$ cat src/rtl/move_sequencer_if.sv
// Board/turn/strobe bundle between the tic-tac-toe controller and its consumers.
// Latency: none (wires only).
// Backpressure: none; outputs are level or one-cycle strobes.
interface move_sequencer_if;
  logic        button;
  logic [8:0]  switches;
  logic [8:0]  place;
  logic [17:0] board;
  logic [1:0]  turn;
  logic        reject;
  logic        game_over;
  logic [1:0]  winner;
  logic        draw;

  modport master (
    output button, switches,
    input  place, board, turn, reject, game_over, winner, draw
  );

  modport slave (
    input  button, switches,
    output place, board, turn, reject, game_over, winner, draw
  );
endinterface

$ cat src/rtl/move_sequencer.sv
// Tic-tac-toe game controller: debounces the button, validates and commits moves, detects win/draw.
// Latency: place 1 cycle after VALIDATE (VALIDATE is 3+DEBOUNCE_CYCLES edges after button falls), board +1, turn/result +2.
// Backpressure: none; one accepted press yields at most one move, button ignored once the game is over.
module move_sequencer #(
  parameter int DEBOUNCE_CYCLES = 250000
) (
  input  logic       clk,
  input  logic       rst,
  move_sequencer_if.slave bus
);

  localparam int            CW       = $clog2(DEBOUNCE_CYCLES + 1);
  localparam logic [CW-1:0] CNT_LAST = CW'(DEBOUNCE_CYCLES - 1);

  typedef enum logic [2:0] {
    IDLE, PRESS, VALIDATE, PLACE, CHECK, RELEASE, OVER
  } state_t;

  state_t        state, state_nx;
  logic          sync1, btn_s;
  logic [CW-1:0] cnt;
  logic [8:0]    sel_q, place_q;
  logic [17:0]   board_q;
  logic [1:0]    turn_q, winner_q;
  logic          reject_q, over_q, draw_q;

  logic [8:0]    occ, mine;
  logic          move_ok, line_done, full, cnt_done, qualify;

  // Per-cell occupancy and "owned by the player to move" flags.
  always_comb begin
    occ  = '0;
    mine = '0;
    for (int i = 0; i < 9; i++) begin
      occ[i]  = |board_q[2*i +: 2];
      mine[i] = (board_q[2*i +: 2] == turn_q);
    end
  end

  assign move_ok   = $onehot(bus.switches) && ((bus.switches & occ) == 9'd0);
  assign line_done = (&mine[2:0]) | (&mine[5:3]) | (&mine[8:6])
                   | (mine[0] & mine[3] & mine[6])
                   | (mine[1] & mine[4] & mine[7])
                   | (mine[2] & mine[5] & mine[8])
                   | (mine[0] & mine[4] & mine[8])
                   | (mine[2] & mine[4] & mine[6]);
  assign full      = &occ;
  assign cnt_done  = (cnt == CNT_LAST);
  // Counter advances only while btn_s holds the level the current state is qualifying.
  assign qualify   = ((state == PRESS) && !btn_s) || ((state == RELEASE) && btn_s);

  // Two-flop synchronizer for the asynchronous, active-low button.
  always_ff @(posedge clk or negedge rst) begin
    if (!rst) begin
      sync1 <= 1'b1;
      btn_s <= 1'b1;
    end else begin
      sync1 <= bus.button;
      btn_s <= sync1;
    end
  end

  // State register.
  always_ff @(posedge clk or negedge rst) begin
    if (!rst) state <= IDLE;
    else      state <= state_nx;
  end

  // Next-state logic.
  always_comb begin
    state_nx = state;
    case (state)
      IDLE:     if (!btn_s) state_nx = PRESS;
      PRESS:    if (btn_s) state_nx = IDLE;
                else if (cnt_done) state_nx = VALIDATE;
      VALIDATE: state_nx = move_ok ? PLACE : RELEASE;
      PLACE:    state_nx = CHECK;
      CHECK:    state_nx = (line_done || full) ? OVER : RELEASE;
      RELEASE:  if (btn_s && cnt_done) state_nx = IDLE;
      OVER:     state_nx = OVER;
      default:  state_nx = IDLE;
    endcase
  end

  // Debounce counter: counts consecutive qualifying samples, clears otherwise or on completion.
  always_ff @(posedge clk or negedge rst) begin
    if (!rst)                     cnt <= '0;
    else if (qualify && !cnt_done) cnt <= cnt + CW'(1);
    else                          cnt <= '0;
  end

  // Move datapath: selection capture, strobes, board write, result evaluation.
  always_ff @(posedge clk or negedge rst) begin
    if (!rst) begin
      sel_q    <= '0;
      place_q  <= '0;
      reject_q <= 1'b0;
      board_q  <= '0;
      turn_q   <= 2'b01;
      winner_q <= 2'b00;
      over_q   <= 1'b0;
      draw_q   <= 1'b0;
    end else begin
      place_q  <= '0;
      reject_q <= 1'b0;
      if (state == VALIDATE) begin
        sel_q <= bus.switches;
        if (move_ok) place_q  <= bus.switches;
        else         reject_q <= 1'b1;
      end
      if (state == PLACE) begin
        for (int i = 0; i < 9; i++) begin
          if (sel_q[i]) board_q[2*i +: 2] <= turn_q;
        end
      end
      if (state == CHECK) begin
        if (line_done) begin
          winner_q <= turn_q;
          over_q   <= 1'b1;
        end else if (full) begin
          draw_q   <= 1'b1;
          over_q   <= 1'b1;
        end else begin
          turn_q   <= ~turn_q;
        end
      end
    end
  end

  assign bus.place     = place_q;
  assign bus.reject    = reject_q;
  assign bus.board     = board_q;
  assign bus.turn      = turn_q;
  assign bus.winner    = winner_q;
  assign bus.game_over = over_q;
  assign bus.draw      = draw_q;

endmodule

$ cat src/flat_wrapper.sv
// flat-port wrapper written by rule: the top's interface ports become plain ports
module move_sequencer_flat 
#(
  parameter int DEBOUNCE_CYCLES = 250000
)
  (clk, rst, bus_button, bus_switches, bus_place, bus_board, bus_turn, bus_reject, bus_game_over, bus_winner, bus_draw);
  move_sequencer_if bus_i ();
  input  logic clk;
  input  logic rst;
  input wire logic [$bits(bus_i.button)-1:0] bus_button;
  input wire logic [$bits(bus_i.switches)-1:0] bus_switches;
  output wire logic [$bits(bus_i.place)-1:0] bus_place;
  output wire logic [$bits(bus_i.board)-1:0] bus_board;
  output wire logic [$bits(bus_i.turn)-1:0] bus_turn;
  output wire logic [$bits(bus_i.reject)-1:0] bus_reject;
  output wire logic [$bits(bus_i.game_over)-1:0] bus_game_over;
  output wire logic [$bits(bus_i.winner)-1:0] bus_winner;
  output wire logic [$bits(bus_i.draw)-1:0] bus_draw;
  assign bus_i.button = bus_button;
  assign bus_i.switches = bus_switches;
  assign bus_place = bus_i.place;
  assign bus_board = bus_i.board;
  assign bus_turn = bus_i.turn;
  assign bus_reject = bus_i.reject;
  assign bus_game_over = bus_i.game_over;
  assign bus_winner = bus_i.winner;
  assign bus_draw = bus_i.draw;
  move_sequencer #(.DEBOUNCE_CYCLES(DEBOUNCE_CYCLES)) u_core (.clk(clk), .rst(rst), .bus(bus_i));
endmodule
$ cat config.mk
export PLATFORM = sky130hd
export DESIGN_NAME = move_sequencer_flat
export DESIGN_NICKNAME = d
export VERILOG_FILES = /design/src/rtl/move_sequencer_if.sv /design/src/rtl/move_sequencer.sv /design/src/flat_wrapper.sv
export SDC_FILE = /design/constraint.sdc
export NUM_CORES = 1
export LEC_CHECK = 0
export CORE_ASPECT_RATIO = 2
export CORE_MARGIN = 2
export CORE_UTILIZATION = 55
export CTS_CLUSTER_DIAMETER = 50
export DETAILED_ROUTE_END_ITERATION = 6
export PLACE_DENSITY = 0.89
export SYNTH_ARGS = -nofsm -noshare
export SYNTH_HDL_FRONTEND = slang
export SYNTH_SLANG_ARGS = --single-unit
$ cat constraint.sdc
create_clock -name clk -period 2.9 [get_ports clk]
set_input_delay 0.29 -clock clk [delete_from_list [all_inputs] [get_ports clk]]
set_output_delay 0.29 -clock clk [all_outputs]
set_load 0.005 [all_outputs]
==> results of run 1 <==
[worst register-to-register path: stages (launching register included)]
cell      delay, ns
dfrtp_1        0.71
buf_4          0.32
nor3_1         0.21
o22ai_1        0.12
a211oi_1       0.39
nor4_4         0.10
nor2b_2        0.19
mux2_4         0.31
[routing by layer]
metal	track usage, %	part of all wire (%)	vias up	wire length (µm)
li1	-	-	1229	-
met5	0	0	-	0
met4	16.9	5.9	0	520
met1	31.0	34	1370	3010
met3	6.92	4.0	35	354
met2	47.5	56	106	4870
[through the flow]
| step | setup TNS (ns) | power, mW |
|---|---|---|
| CTS | -1.24 | 2.22 |
| detailed placement | -12.01 | 1.12 |
| global placement | -10.61 | 1.10 |
| floorplan | -3.19 | 1.03 |
| finish | -1.65 | 2.22 |
| global route | -3.12 | 2.30 |
[how the worst min path moves through the flow]
stage               slack, ns             endpoint          from
global placement         0.35         u_core.btn_s  u_core.sync1
CTS                      0.04      u_core.state[1]           rst
floorplan              -0.006  u_core.bus.board[0]           rst
detailed placement       0.35         u_core.btn_s  u_core.sync1
finish                   0.03       u_core.cnt[12]           rst
global route             0.07       u_core.cnt[12]           rst
[synth_stat cells, types with 2 or more instances]
master / number
nor3_1: 19
mux2_4: 2
nor4_1: 2
xnor2_1: 11
fa_1: 5
o211ai_1: 3
a211oi_1: 2
clkbuf_1: 9
xor2_1: 14
nand3_1: 6
nand2_1: 20
and3_1: 28
buf_2: 7
nand4_1: 8
dfstp_2: 3
nor4b_1: 2
o22ai_1: 10
or4_1: 3
dfrtp_1: 63
a21o_1: 2
mux2_2: 27
inv_1: 14
ha_1: 6
buf_6: 3
o21ai_0: 13
nor2_1: 23
[cell type report]
cell class                 count  area (µm²)
multi-input combinational    220        1700
fill                         397        1660
sequential                    66        1660
timing repair buffer          57         549
clock buffer                  14         274
tap                           63        78.8
inverter                      14        52.6
clock inverter                 2        35.0
[power breakdown]
| part | internal (mW) | switching [mW] | total, mW |
|---|---|---|---|
| combinational | 0.0897 | 0.107 | 0.197 |
| clock | 0.734 | 0.362 | 1.10 |
| sequential | 0.925 | 0.00145 | 0.926 |
[registers in the layout, indices dropped and copies added (netlist names), 2 cells and up]
name / count
u_core.cnt: 18
u_core.bus.board: 18
u_core.sel_q: 9
u_core.bus.place: 9
u_core.bus.turn: 2
u_core.bus.winner: 2
u_core.state: 3
[logic make-up (layout without fill, tap and decap cells)]
kind of cell,Yosys count,count (layout),share of synthesized area [%]
AO/OA/AOI/OAI,38,38,7.38
XOR/XNOR,25,25,6.39
adder cells (fa/ha/maj),11,11,5.11
buffers and inverters,34,87,4.75
flip-flops,66,66,48.3
multiplexers,29,29,9.75
AND/OR/NAND/NOR,117,117,18.3
[cell usage in the layout, fill, tap and decap left out, types with 2 or more instances in the layout]
master	n
nand3_1	6
clkbuf_8	3
dfstp_2	3
and3_1	28
fa_1	3
nand2_1	20
o21ai_1	2
fa_2	2
nor4_1	2
clkbuf_16	9
o21ai_0	11
inv_2	6
a211oi_1	2
ha_4	5
nand4_1	8
nor3_1	18
or4_1	3
clkdlybuf4s50_1	36
buf_6	3
inv_1	8
nor2_1	23
xnor2_1	11
xor2_1	14
a21o_1	2
buf_4	12
dfrtp_1	63
mux2_4	2
o211ai_1	3
mux2_2	27
o22ai_1	10
clkbuf_1	2
buf_8	2
buf_2	3
[repair_timing]
item,4_1_cts,5_1_grt
resized for setup,47,3
endpoints found under the setup margin,12,12
pin swaps,12,3
endpoints found under the hold margin,0,0
==> summary.txt, run 1 <==
Power and ir drop
  • Cell Pwr Density: roughly 510 mW/mm²
  • Maximum vdd drop: roughly 0.49 mV
  • Pleak: 2.02 nW

Setup path
  • Worst path top cell family by delay: adder cells
  • Startpoint Class: primary input
  • Req. time, crit path: roughly 3.2 ns
  • Largest fanout on the critical path: 4
  • Reg-to-reg setup timing slack: around 0.43 ns
  • Critical path endpoint: u_core.state[1]
  • WP buf/inv: 3
  • Cell mode on critical path: fa_1
  • Largest stage delay, worst path: approximately 0.54 ns
  • R2R Path End: u_core.bus.winner[0]
  • Critical path launch point: bus_switches[5]
  • Register-to-Register Path Depth: 7
  • CP arrival: 3.32 ns
  • CP Cell Sequence: buf_8, ha_4, fa_1, inv_2, fa_1, inv_2, ha_4, fa_1, nor4b_2, nand4_1, nor3_4, o211ai_1, nand2b_1, a2bb2oi_2
  • Worst path slowest cell: fa_1
  • CP endpoint kind: flop
  • CP Class: in -> reg
  • Worst r2r src: u_core.bus.turn[1]
  • CP Depth: 14

Logic synthesis
  • Post-synthesis sequential area ratio: 48.3%
  • Asr flop ratio synth: between 90% and 100%
  • Yosys warns: 0
  • Unique masters post-synth: 41
  • Syn avg cell area: about 11 µm²
  • Synth area leaders: dfrtp_1 46%, mux2_2 8.9%, and3_1 5.1%
  • Net Count, Synth: between 300 and 400
  • Ys flop type: dfrtp_1
  • Top cell type by total area after synthesis: dfrtp_1
  • Register bit total from synthesis: 66
  • Post-synth EDFFs: 0
  • Cells after Synth: 320
  • Synthesized cell area: about 0.0034 mm²
  • Yosys top cell area share: a little under half

Placement
  • Setup WS pre-CTS: -1.02 ns
  • Port-buffer cells: 45
  • Placed insts: 420
  • Dpl cell area: ~0.004 mm²
  • HPWL after DPL: between 6000 and 7000 µm
  • Routability cong.: 0.883

STA
  • Hold slack final: about 0.026 ns
  • Worst-margin pin slew: 0.901 ns
  • Clock skew: 0.00700 ns
  • Setup-failing EPs final: 12
  • Max Transition Viols Final: 0
  • Setup ws final: -0.162 ns
  • RSZ-0062 raised after global routing: yes
  • Final Cycle Share: 106%
  • Hold Vio Cnt, Final: 0
  • Worst rel slew slack: 39.9%
  • Max Fclk: 327 MHz
  • Final min period: slightly above 3 ns

Clocking
  • Num CTS Buffers: 9
  • Buffers inserted by post-CTS timing repair: 0
  • Total clock sinks: between 60 and 70
  • Clk root buf: clkbuf_16
  • H-tree Lvls: 3
  • CTS tree: built
  • Worst-path clk slew: 0.05 ns
  • CTS max path bufs: 2
  • CTS Hold Buffers Added: 0
  • Clock latency on the worst-skew pair: ~0.33 ns

Floorplanning
  • Full die area: roughly 0.0069 mm²
  • Placeable Area: 0.00601 mm²
  • Io pins: 46
  • Die height: 116 µm
  • Row count: 40
  • Starting density of the core: between 50% and 60%
  • Die X: around 60 µm

Global routing
  • Largest net degree at the start of global routing: 37
  • First-pass GRT wire length: 14100 µm
  • Overflow after GRT: 0
  • Initial antenna violation count: 0
  • Vias in the first global route: 2754
  • GRT Util Overall: 28.2%

Hold path
  • Min-delay worst type: in -> async

Route
  • Drt pass-1 iters: 5
  • # DRC: 0
  • Antenna Nets Post-Route: 0
  • Starting DRT DRC Count: slightly below 200
  • Vias/cell: 6.28
  • Total wire length after detailed routing: 8760 µm
  • Routed wire length per instance: ~20 µm
  • Vias: between 2000 and 3000

Cells and area
  • Fin util: 72.3%
  • Design area: approximately 0.0043 mm²
  • Final nets: between 300 and 400
  • Synthesis-to-finish area growth: 26.8%
  • Post-Layout Cell Count: ~440
  • Share of cells above drive strength 1: a little under a quarter
  • Antenna cells: 0

Outcome
  • Status: finished, violations left
  • Failing checks: setup timing

Job
  • Max-cap violation count: 0
(Power assumes the default switching activity.)
==> inputs of run 2 (changes only) <==
==> constraint.sdc (replaced) <==
create_clock -name clk -period 3.7 [get_ports clk]
set_input_delay 0.37 -clock clk [delete_from_list [all_inputs] [get_ports clk]]
set_output_delay 0.37 -clock clk [all_outputs]
set_load 0.005 [all_outputs]
==> summary.txt, run 2 (same netlist as run 1, synthesis figures left out) <==
Floorplanning
  • Starting density of the core: 57.0% (unchanged)
  • Die height: 116 µm (unchanged)
  • Io pins: 46 (unchanged)
  • Die X: 59.8 µm (unchanged)
  • Placeable Area: 0.00601 mm² (unchanged)
  • Row count: 40 (unchanged)
  • Full die area: 0.00691 mm² (unchanged)

Global routing
  • GRT Util Overall: 25.4% (-2.8 points)
  • Grt peak-use layer: met2
  • First-pass GRT wire length: 13300 µm (-6.1%)
  • M2 GR Usage: 41.8% (-5.7 points)
  • Largest net degree at the start of global routing: 41 (+11%)
  • Met3 Resource Use GR: 5.13% (-1.8 points)
  • Initial antenna violation count: 0 (unchanged)
  • Overflow after GRT: 0 (unchanged)
  • Met1 Resource Use GR: 29.3% (-1.7 points)
  • Vias in the first global route: 2867 (+4.1%)

Setup path
  • CP arrival: 3.70 ns (+0.38 ns)
  • Worst r2r src: u_core.bus.turn[0]
  • Req. time, crit path: 3.95 ns (+0.79 ns)
  • Cell mode on critical path: fa_1
  • Reg-to-reg setup timing slack: 1.29 ns (+0.86 ns)
  • CP endpoint kind: flop
  • CP Class: in -> reg
  • WP buf/inv: 4 (+1)
  • Largest stage delay, worst path: 0.55 ns (about the same)
  • R2R Path End: u_core.bus.winner[0]
  • Startpoint Class: primary input
  • Largest fanout on the critical path: 6 (+2)
  • Worst path top cell family by delay: adder cells
  • CP Cell Sequence: dlymetal6s2s_1, ha_2, fa_1, inv_1, fa_1, inv_1, ha_2, fa_1, nor4b_2, nand4_1, nor3_2, buf_4, o211ai_1, nand2b_1, a2bb2oi_2
  • Worst path slowest cell: fa_1
  • Register-to-Register Path Depth: 6 (-1)

STA
  • Final Cycle Share: 93.3%
  • Clock skew: 0.00609 ns (-0.000909 ns)
  • Max Fclk: slightly below 300 MHz
  • Final min period: approximately 3.5 ns
  • Worst-margin pin slew: 0.858 ns (-0.0436 ns)
  • Worst rel slew slack: 42.8% (+2.9 points)
  • Setup ws final: 0.249 ns (+0.411 ns)
  • RSZ-0062 raised after global routing: no
  • Max Transition Viols Final: 0 (unchanged)
  • Setup-failing EPs final: 0 (-12)
  • Hold Vio Cnt, Final: 0 (unchanged)
  • Post-Route Setup TNS: 0 ns (+1.65 ns)

Hold path
  • Min-delay worst type: in -> async

Power and ir drop
  • Pwr Total: 1.71 mW (-23%)
  • Maximum vdd drop: 0.341 mV (-30%)
  • Cell Pwr Density: 398 mW/mm² (-22%)
  • Pleak: 2.06 nW (+2.0%)

Cells and area
  • Most frequent cells in the layout: 63 x dfrtp_1, 36 x clkdlybuf4s50_1, 28 x and3_1, 27 x mux2_2, 23 x nor2_1
  • Final nets: 390 (-0.26%)
  • Post-Layout Cell Count: 435 (-0.23%)
  • Most common cell after layout, fill and taps aside: dfrtp_1
  • Antenna cells: 0 (unchanged)
  • Synthesis-to-finish area growth: 25.0%
  • Share of cells above drive strength 1: 19.6% (-4.0 points)

Outcome
  • Status: finished clean

Route
  • Total wire length after detailed routing: 7860 µm (-10%)
  • Drt pass-1 iters: 5 (unchanged)
  • # DRC: 0 (unchanged)
  • Starting DRT DRC Count: 133 (-32%)
  • Routed wire length per instance: 18.1 µm (-10%)
  • Vias: 2699 (-1.5%)
  • Vias/cell: 6.20 (-1.3%)
  • Antenna Nets Post-Route: 0 (unchanged)

Clocking
  • Clk root buf: clkbuf_16
  • CTS tree: built
  • Total clock sinks: 66 (unchanged)
  • Buffers inserted by post-CTS timing repair: 0 (unchanged)
  • CTS max path bufs: 2 (unchanged)
  • Num CTS Buffers: 9 (unchanged)
  • CTS Hold Buffers Added: 0 (unchanged)
  • H-tree Lvls: 3 (unchanged)
  • Worst-path clk slew: 0.05 ns (about the same)
  • Clock latency on the worst-skew pair: 0.33 ns (about the same)

Placement
  • Port-buffer cells: 45 (unchanged)
  • Placed insts: 419 (-0.24%)
  • Routability cong.: 0.869 (-1.6%)
  • Setup WS pre-CTS: -0.338 ns (+0.686 ns)
  • HPWL after DPL: 5590 µm (-8.0%)

Job
  • Max-cap violation count: 0 (unchanged)
## run 2: worst max-delay path by stage
| stage | startpoint | slack [ns] | end | depth (start not counted) |
|---|---|---|---|---|
| 6_report | bus_switches[4] | 0.25 | u_core.state[1] | 15 |
| 5_1_grt | bus_switches[4] | 0.14 | u_core.state[1] | 15 |
| 4_1_cts | bus_switches[6] | 0.003 | u_core.state[1] | 15 |
| 3_5_place_dp | bus_switches[6] | -0.34 | u_core.state[1] | 15 |
| 3_3_place_gp | bus_switches[6] | -0.20 | u_core.state[1] | 15 |
| 2_1_floorplan | bus_switches[6] | 0.27 | u_core.bus.place[0] | 12 |
## run 2: layer usage
layer | share of wire [%] | vias to the layer above
met2 | 54 | 101
met1 | 36 | 1347
met3 | 5.1 | 26
li1 | - | 1225
met5 | 0 | -
met4 | 4.6 | 0
## run 2: where the power goes
| part | switching, mW | internal, mW | leakage, nW |
|---|---|---|---|
| combinational | 0.0685 | 0.0592 | 1.02 |
| sequential | 0.00123 | 0.725 | 0.896 |
| clock | 0.295 | 0.556 | 0.145 |
## run 2: metrics by stage
stage,util [%],hold slack (ns),area (µm²)
3_5_place_dp,65.3,0.350,3920
4_1_cts,70.5,0.184,4240
5_1_grt,71.3,0.241,4280
6_report,71.3,0.152,4280
2_1_floorplan,-,0.0744,3430
3_3_place_gp,65.3,0.347,3920
## run 2: what timing repair did
action | CTS | global route
cloned | 0 | 0
pin swaps | 0 | 7
resized for setup | 1 | 17
setup endpoints to repair | 1 | 10
## run 2: cell type report
type                            count  area [µm²]
Clock inverter                      4        50.0
Inverter                           14        52.6
Tap cell                           63        78.8
Multi-Input combinational cell    220        1640
Sequential cell                    66        1660
Fill cell                         418        1720
Timing Repair Buffer               56         548
Clock buffer                       12         256
## run 2: worst reg2reg max path, delay by kind of cell, from the launching register on
kind / cells / cell delay, ns
flip-flops: 1 / 0.89
multiplexers: 1 / 0.32
AND/OR/NAND/NOR: 3 / 0.59
AO/OA/AOI/OAI: 2 / 0.50
